--- src/rtl/ifu_fetch_pkg.sv ---
// Shared types and constants for the instruction-fetch stage.
// Purely declarative: no logic, no latency.
// Backpressure is handled by the modules that import this package.
package ifu_fetch_pkg;

  localparam int XLEN = 64;
  localparam int ILEN = 32;

  localparam logic [XLEN-1:0] RESET_PC_DEFAULT = 64'h8000_0000;
  localparam logic [ILEN-1:0] NOP_INST         = 32'h0000_0013;
  localparam logic [XLEN-1:0] PC_STEP          = 64'd4;
  localparam logic [XLEN-1:0] ALIGN_MASK       = ~64'h3;

  // S_REQ: may issue a request; S_WAIT: awaiting a live response;
  // S_DROP: awaiting a response that a flush has already killed.
  typedef enum logic [1:0] {
    S_REQ  = 2'd0,
    S_WAIT = 2'd1,
    S_DROP = 2'd2
  } fetch_state_e;

  // Instructions are 4-byte aligned; redirect targets are forced onto that grid.
  function automatic logic [XLEN-1:0] align_pc(input logic [XLEN-1:0] pc);
    return pc & ALIGN_MASK;
  endfunction

endpackage

--- src/rtl/ifu_fetch_if.sv ---
// Handshake bundle between fetch, instruction memory and decode.
// Wires only: no latency.
// valid/ready on each of request, response and decode channels.
interface ifu_fetch_if;
  import ifu_fetch_pkg::*;

  logic            imem_req_valid;
  logic            imem_req_ready;
  logic [XLEN-1:0] imem_req_addr;
  logic            imem_rsp_valid;
  logic            imem_rsp_ready;
  logic [ILEN-1:0] imem_rsp_data;
  logic            id_valid;
  logic            id_ready;
  logic [ILEN-1:0] id_inst;
  logic [XLEN-1:0] id_pc;

  // Fetch stage side.
  modport master (
    output imem_req_valid, imem_req_addr, imem_rsp_ready,
           id_valid, id_inst, id_pc,
    input  imem_req_ready, imem_rsp_valid, imem_rsp_data, id_ready
  );

  // Memory + decode side.
  modport slave (
    input  imem_req_valid, imem_req_addr, imem_rsp_ready,
           id_valid, id_inst, id_pc,
    output imem_req_ready, imem_rsp_valid, imem_rsp_data, id_ready
  );

endinterface

--- src/rtl/ifu_fetch_pc_gen.sv ---
// Fetch PC register: +4 on each accepted request, aligned load on redirect.
// New PC is visible the cycle after advance/flush.
// No backpressure of its own; advance is only pulsed on a request transfer.
module ifu_fetch_pc_gen
  import ifu_fetch_pkg::*;
#(
  parameter logic [XLEN-1:0] RESET_PC = RESET_PC_DEFAULT
) (
  input  logic            clk,
  input  logic            rst,
  input  logic            flush,
  input  logic [XLEN-1:0] redirect_pc,
  input  logic            advance,
  output logic [XLEN-1:0] pc_q
);

  logic [XLEN-1:0] pc_d;

  // Redirect beats increment; increment wraps naturally at 2^XLEN.
  always_comb begin
    pc_d = pc_q;
    if (flush) begin
      pc_d = align_pc(redirect_pc);
    end else if (advance) begin
      pc_d = pc_q + PC_STEP;
    end
  end

  // PC register.
  always_ff @(posedge clk or negedge rst) begin
    if (!rst) begin
      pc_q <= RESET_PC;
    end else begin
      pc_q <= pc_d;
    end
  end

endmodule

--- src/rtl/ifu_fetch.sv ---
// Instruction fetch: single-outstanding imem requests, one-entry buffer toward decode.
// Request at N, response at N+k -> id_valid at N+k+1 (at best one instruction per 2 cycles).
// A stalled decode holds the buffer and blocks both new requests and new responses.
module ifu_fetch
  import ifu_fetch_pkg::*;
#(
  parameter logic [XLEN-1:0] RESET_PC = RESET_PC_DEFAULT
) (
  input  logic            clk,
  input  logic            rst,
  input  logic            pipeline_flush,
  input  logic [XLEN-1:0] redirect_pc,
  input  logic            isebreak,
  ifu_fetch_if.master     bus
);

  fetch_state_e    state_q, state_d;
  logic            id_valid_q, id_valid_d;
  logic [ILEN-1:0] id_inst_q, id_inst_d;
  logic [XLEN-1:0] id_pc_q, id_pc_d;
  logic [XLEN-1:0] req_pc_q, req_pc_d;
  logic            halt_q, halt_d;
  logic [XLEN-1:0] pc_q;

  logic halt_now;
  logic req_valid, rsp_ready;
  logic req_fire, rsp_fire, id_fire;

  // An ebreak sitting in the buffer stops fetch in that very cycle, not one later.
  assign halt_now = halt_q | (isebreak & id_valid_q);

  ifu_fetch_pc_gen #(.RESET_PC(RESET_PC)) u_pc_gen (
    .clk        (clk),
    .rst        (rst),
    .flush      (pipeline_flush),
    .redirect_pc(redirect_pc),
    .advance    (req_fire),
    .pc_q       (pc_q)
  );

  // Handshake outputs: request only when the buffer will be free; never during reset.
  always_comb begin
    req_valid = 1'b0;
    rsp_ready = 1'b0;
    case (state_q)
      S_REQ:   req_valid = rst & ~halt_now & (~id_valid_q | bus.id_ready);
      S_WAIT:  rsp_ready = ~id_valid_q | bus.id_ready;
      S_DROP:  rsp_ready = 1'b1;
      default: ;
    endcase
  end

  assign req_fire = req_valid & bus.imem_req_ready;
  assign rsp_fire = bus.imem_rsp_valid & rsp_ready;
  assign id_fire  = id_valid_q & bus.id_ready;

  // Next state: normal request/response flow, then flush overrides everything.
  always_comb begin
    state_d    = state_q;
    id_valid_d = id_valid_q;
    id_inst_d  = id_inst_q;
    id_pc_d    = id_pc_q;
    req_pc_d   = req_pc_q;
    halt_d     = halt_now;

    if (id_fire) begin
      id_valid_d = 1'b0;
    end

    case (state_q)
      S_REQ: begin
        if (req_fire) begin
          req_pc_d = pc_q;
          state_d  = S_WAIT;
        end
      end
      S_WAIT: begin
        if (rsp_fire) begin
          id_inst_d  = bus.imem_rsp_data;
          id_pc_d    = req_pc_q;
          id_valid_d = 1'b1;
          state_d    = S_REQ;
        end
      end
      S_DROP: begin
        if (rsp_fire) begin
          state_d = S_REQ;
        end
      end
      default: state_d = S_REQ;
    endcase

    // A flush kills the buffer and any response landing this cycle; a request
    // accepted this cycle is still owed a response, which S_DROP swallows.
    if (pipeline_flush) begin
      id_valid_d = 1'b0;
      id_inst_d  = id_inst_q;
      id_pc_d    = id_pc_q;
      if (state_q == S_REQ) begin
        state_d = req_fire ? S_DROP : S_REQ;
      end else begin
        state_d = rsp_fire ? S_REQ : S_DROP;
      end
    end
  end

  // State, output buffer and halt registers; halt is cleared only by reset.
  always_ff @(posedge clk or negedge rst) begin
    if (!rst) begin
      state_q    <= S_REQ;
      id_valid_q <= 1'b0;
      id_inst_q  <= NOP_INST;
      id_pc_q    <= '0;
      req_pc_q   <= '0;
      halt_q     <= 1'b0;
    end else begin
      state_q    <= state_d;
      id_valid_q <= id_valid_d;
      id_inst_q  <= id_inst_d;
      id_pc_q    <= id_pc_d;
      req_pc_q   <= req_pc_d;
      halt_q     <= halt_d;
    end
  end

  assign bus.imem_req_valid = req_valid;
  assign bus.imem_req_addr  = pc_q;
  assign bus.imem_rsp_ready = rsp_ready;
  assign bus.id_valid       = id_valid_q;
  assign bus.id_inst        = id_inst_q;
  assign bus.id_pc          = id_pc_q;

endmodule

--- src/flat_wrapper.sv ---
// flat-port wrapper written by rule: the top's interface ports become plain ports
module ifu_fetch_flat import ifu_fetch_pkg::*;
#(
  parameter logic [XLEN-1:0] RESET_PC = RESET_PC_DEFAULT
)
  (clk, rst, pipeline_flush, redirect_pc, isebreak, bus_imem_req_valid, bus_imem_req_addr, bus_imem_rsp_ready, bus_id_valid, bus_id_inst, bus_id_pc, bus_imem_req_ready, bus_imem_rsp_valid, bus_imem_rsp_data, bus_id_ready);
  ifu_fetch_if bus_i ();
  input  logic clk;
  input  logic rst;
  input  logic pipeline_flush;
  input  logic [XLEN-1:0] redirect_pc;
  input  logic isebreak;
  output wire logic [$bits(bus_i.imem_req_valid)-1:0] bus_imem_req_valid;
  output wire logic [$bits(bus_i.imem_req_addr)-1:0] bus_imem_req_addr;
  output wire logic [$bits(bus_i.imem_rsp_ready)-1:0] bus_imem_rsp_ready;
  output wire logic [$bits(bus_i.id_valid)-1:0] bus_id_valid;
  output wire logic [$bits(bus_i.id_inst)-1:0] bus_id_inst;
  output wire logic [$bits(bus_i.id_pc)-1:0] bus_id_pc;
  input wire logic [$bits(bus_i.imem_req_ready)-1:0] bus_imem_req_ready;
  input wire logic [$bits(bus_i.imem_rsp_valid)-1:0] bus_imem_rsp_valid;
  input wire logic [$bits(bus_i.imem_rsp_data)-1:0] bus_imem_rsp_data;
  input wire logic [$bits(bus_i.id_ready)-1:0] bus_id_ready;
  assign bus_imem_req_valid = bus_i.imem_req_valid;
  assign bus_imem_req_addr = bus_i.imem_req_addr;
  assign bus_imem_rsp_ready = bus_i.imem_rsp_ready;
  assign bus_id_valid = bus_i.id_valid;
  assign bus_id_inst = bus_i.id_inst;
  assign bus_id_pc = bus_i.id_pc;
  assign bus_i.imem_req_ready = bus_imem_req_ready;
  assign bus_i.imem_rsp_valid = bus_imem_rsp_valid;
  assign bus_i.imem_rsp_data = bus_imem_rsp_data;
  assign bus_i.id_ready = bus_id_ready;
  ifu_fetch #(.RESET_PC(RESET_PC)) u_core (.clk(clk), .rst(rst), .pipeline_flush(pipeline_flush), .redirect_pc(redirect_pc), .isebreak(isebreak), .bus(bus_i));
endmodule
--- config.mk ---
export PLATFORM = sky130hd
export DESIGN_NAME = ifu_fetch_flat
export DESIGN_NICKNAME = d
export VERILOG_FILES = /design/src/rtl/ifu_fetch_pkg.sv /design/src/rtl/ifu_fetch_if.sv /design/src/rtl/ifu_fetch_pc_gen.sv /design/src/rtl/ifu_fetch.sv /design/src/flat_wrapper.sv
export SDC_FILE = /design/constraint.sdc
export NUM_CORES = 1
export LEC_CHECK = 0
export ABC_AREA = 0
export BUFFER_PORTS_ARGS = -buffer_cell sky130_fd_sc_hd__buf_2
export CORE_ASPECT_RATIO = 0.9
export CORE_MARGIN = 1.5
export CORE_UTILIZATION = 50
export CTS_CLUSTER_DIAMETER = 150
export DETAILED_ROUTE_END_ITERATION = 7
export PLACE_DENSITY = 0.76
export RECOVER_POWER = 50
export SKIP_CTS_REPAIR_TIMING = 1
export SLEW_MARGIN = 5
export SYNTH_ARGS = -nofsm -noshare
export SYNTH_HDL_FRONTEND = slang
export SYNTH_SLANG_ARGS = --single-unit
--- constraint.sdc ---
create_clock -name clk -period 3.6 [get_ports clk]
set_input_delay 0.72 -clock clk [delete_from_list [all_inputs] [get_ports clk]]
set_output_delay 0.72 -clock clk [all_outputs]
set_load 0.02 [all_outputs]
==> impl_metrics.env <==
export IMPL_status="finished with violations"
export IMPL_violations="capacitance limit, slew limit"
export IMPL_final_common_cell="nand2_1"
export IMPL_final_util_pct=62.2
export IMPL_async_flop_share_pct=100
export IMPL_first_iter_violations=484
export IMPL_synth_edf_count=0
export IMPL_vias=8096
export IMPL_rsz0062_at_grt="no"
export IMPL_crit_chain="inv_1 > ha_1 > a21o_1 > and2_1 > and4_1 > buf_4 > mux2_2"
export IMPL_r2r_end="u_core.bus.id_pc[37]$_DFFE_PN0P_"
export IMPL_port_buffers=259
export IMPL_clockBufferDepth=3
export IMPL_p_per_area_nw_per_um2=631
export IMPL_core_um2=19300
export IMPL_syn_inst=949
export IMPL_endpoint_kind="flop"
export IMPL_hold_path_class="in -> async"
export IMPL_htreeDepth=1
export IMPL_drive_gt1_share_pct=21.6
export IMPL_fillers=1704
export IMPL_worst_pin_slew_ns=1.60
export IMPL_critPathCapture="u_core.bus.id_pc[37]$_DFFE_PN0P_"
export IMPL_area_growth_pct=21.0
export IMPL_die_area_um2=20800
export IMPL_setup_tns_ns=0
export IMPL_antenna_left=0
export IMPL_peakVddDrop_mv=0.415
export IMPL_ys_seq_area_share_pct=55.9
export IMPL_clock_skew_ns=0.0108
export IMPL_ys_ff_latch=222
export IMPL_remaining_drc_errors=0
export IMPL_cts_inserted_buffers=23
export IMPL_p_leak_nw=5.60
export IMPL_gr_total_overflow=0
export IMPL_start_util_pct=51.4
export IMPL_avgRoutedWirePerCell_um=18.1
export IMPL_multi_input_comb_area_um2=4130
export IMPL_clk_latency_ns=0.50
export IMPL_synth_flop_cell="dfrtp_1"
export IMPL_relSlewSlack_pct=-6.50
export IMPL_drv_slew=64
export IMPL_grt_max_degree=81
export IMPL_hold_ws_ns=0.0950
export IMPL_fin_nets=1305
export IMPL_clock_sinks=222
export IMPL_fin_crit_sh_pct=83.7
export IMPL_syn_area_um2=9950
export IMPL_clk_pin_slew_ns=0.06
export IMPL_crit_fanout=25
export IMPL_first_global_vias=7911
export IMPL_grt_pass1_wl_um=41500
export IMPL_place_hpwl_um=18500
export IMPL_first_pass_iters=5
export IMPL_hold_violations=0
export IMPL_critPathSlowestCell="and4_1"
export IMPL_dieHeight_um=137
export IMPL_ys_types=53
export IMPL_critPathLaunch="u_core.state_q[1]$_DFFE_PN0P_"
export IMPL_cp_arrival_ns=3.40
export IMPL_track_usage_pct=25.5
export IMPL_die_w_um=152
export IMPL_crit_required_ns=3.98
export IMPL_final_cell_mix="232 x nand2_1, 218 x dfrtp_1, 161 x clkbuf_1, 100 x buf_2, 95 x mux2_2"
export IMPL_ys_warn_count=0
export IMPL_antenna_found_initial=3
export IMPL_avgSynthCellArea_um2=10.5
export IMPL_num_rows=48
export IMPL_r2r_slack_ns=0.59
export IMPL_fmax_mhz=332
export IMPL_seq_area_um2=5560
export IMPL_worst_setup_path_start_kind="flop"
export IMPL_setup_viol=0
export IMPL_root_buffer="clkbuf_16"
export IMPL_cp_slowest_stage_delay_ns=1.10
export IMPL_cts_tree="yes"
export IMPL_via_per_inst=5.52
export IMPL_r2r_start="u_core.state_q[1]$_DFFE_PN0P_"
export IMPL_place_congestion=0.830
export IMPL_path_class="reg -> reg"
export IMPL_fin_crit_ns=3.01
export IMPL_ios=266
export IMPL_maxCapViolCount=1
export IMPL_rr_worst_depth=7
export IMPL_wirelength_um=26500
[worst min path at each step]
stage | endpoint | depth (start not counted)
finish | u_core.halt_q$_DFF_PN0_ | 1
global route | u_core.halt_q$_DFF_PN0_ | 1
CTS | u_core.req_pc_q[3]$_DFFE_PN0P_ | 1
detailed placement | u_core.req_pc_q[21]$_DFFE_PN0P_ | 2
global placement | u_core.req_pc_q[14]$_DFFE_PN0P_ | 2
floorplan | u_core.bus.id_inst[10]$_DFFE_PN0P_ | 0
[worst max-delay path, delay by kind of cell (launching register included)]
kind                       cells  cell delay (ns)
and+or+nand+nor                2             1.24
DFF                            1             0.40
muxes                          1             0.37
buffers and inverters          2             0.55
adders and majority gates      1             0.19
AOI/OAI and AO/OA              1             0.15
[metrics by stage]
stage | instances | instance area, µm² | setup slack, ns | power [mW]
finish | 1466 | 12000 | 0.588 | 7.60
global route | 1465 | 12000 | 0.323 | 8.01
CTS | 1463 | 12200 | 0.779 | 7.74
detailed placement | 1423 | 11500 | 0.618 | 5.41
global placement | 1423 | 11500 | 0.666 | 5.32
floorplan | 952 | 9960 | 0.929 | 4.68
[area by class of cell]
type,count,area share (%)
well taps,250,2.60
repair buffers,274,10.3
clock buffers,31,5.45
inverters,14,0.437
diodes,3,0.0624
flip-flops and latches,222,46.2
clock inverters,9,0.655
multi-input cells,663,34.3
[synth_stat cells, types with 5 or more instances]
cell type	instances	area, µm²
and2_1	10	62.6
nand2_1	232	871
mux2_2	95	1070
buf_1	12	45.0
a31oi_1	17	106
nor3_1	13	65.1
nor2b_1	13	81.3
nor4_1	14	87.6
o31ai_1	10	75.1
o21ai_0	45	225
or3_1	6	37.5
dfrtp_1	218	5460
a22oi_1	5	37.5
nand3_1	25	125
xnor2_1	19	166
buf_2	6	30.0
clkbuf_1	31	116
xor2_1	13	114
and4_1	8	70.1
and3_1	6	37.5
inv_1	13	48.8
or4_1	18	135
nand4_1	32	200
nor2_1	27	101
[where the power goes]
group / leakage (nW) / total, mW / switching, mW / internal [mW]
logic: 2.40 / 1.72 / 1.10 / 0.619
clock network: 0.361 / 2.32 / 0.968 / 1.35
registers: 2.84 / 3.56 / 0.423 / 3.14
[cells by family after synthesis]
| kind of cell | Yosys count | share of synthesized area (%) |
|---|---|---|
| compound gates | 105 | 6.70 |
| xor+xnor | 32 | 2.82 |
| fa+ha+maj | 4 | 0.503 |
| buf+inv | 67 | 2.75 |
| flops | 222 | 55.9 |
| mux | 98 | 11.1 |
| other cells | 1 | 0.0377 |
| simple gates | 420 | 20.2 |
[state kept, by name (all words and copies together), names as in the netlist]
signal                cells
u_core.bus.id_inst       32
u_core.bus.id_pc         62
u_core.bus.id_valid       1
u_core.halt_q             1
u_core.req_pc_q          62
u_core.state_q            2
u_core.u_pc_gen.pc_q     62
[routing by layer]
| metal | up-vias | track usage, % | part of all wire (%) |
|---|---|---|---|
| met5 | - | 0 | 0 |
| met4 | 0 | 6.20 | 2.1 |
| met3 | 41 | 6.23 | 7.9 |
| met2 | 282 | 41.0 | 47 |
| met1 | 3941 | 34.8 | 43 |
| li1 | 3832 | - | - |
(Power assumes the default switching activity.)
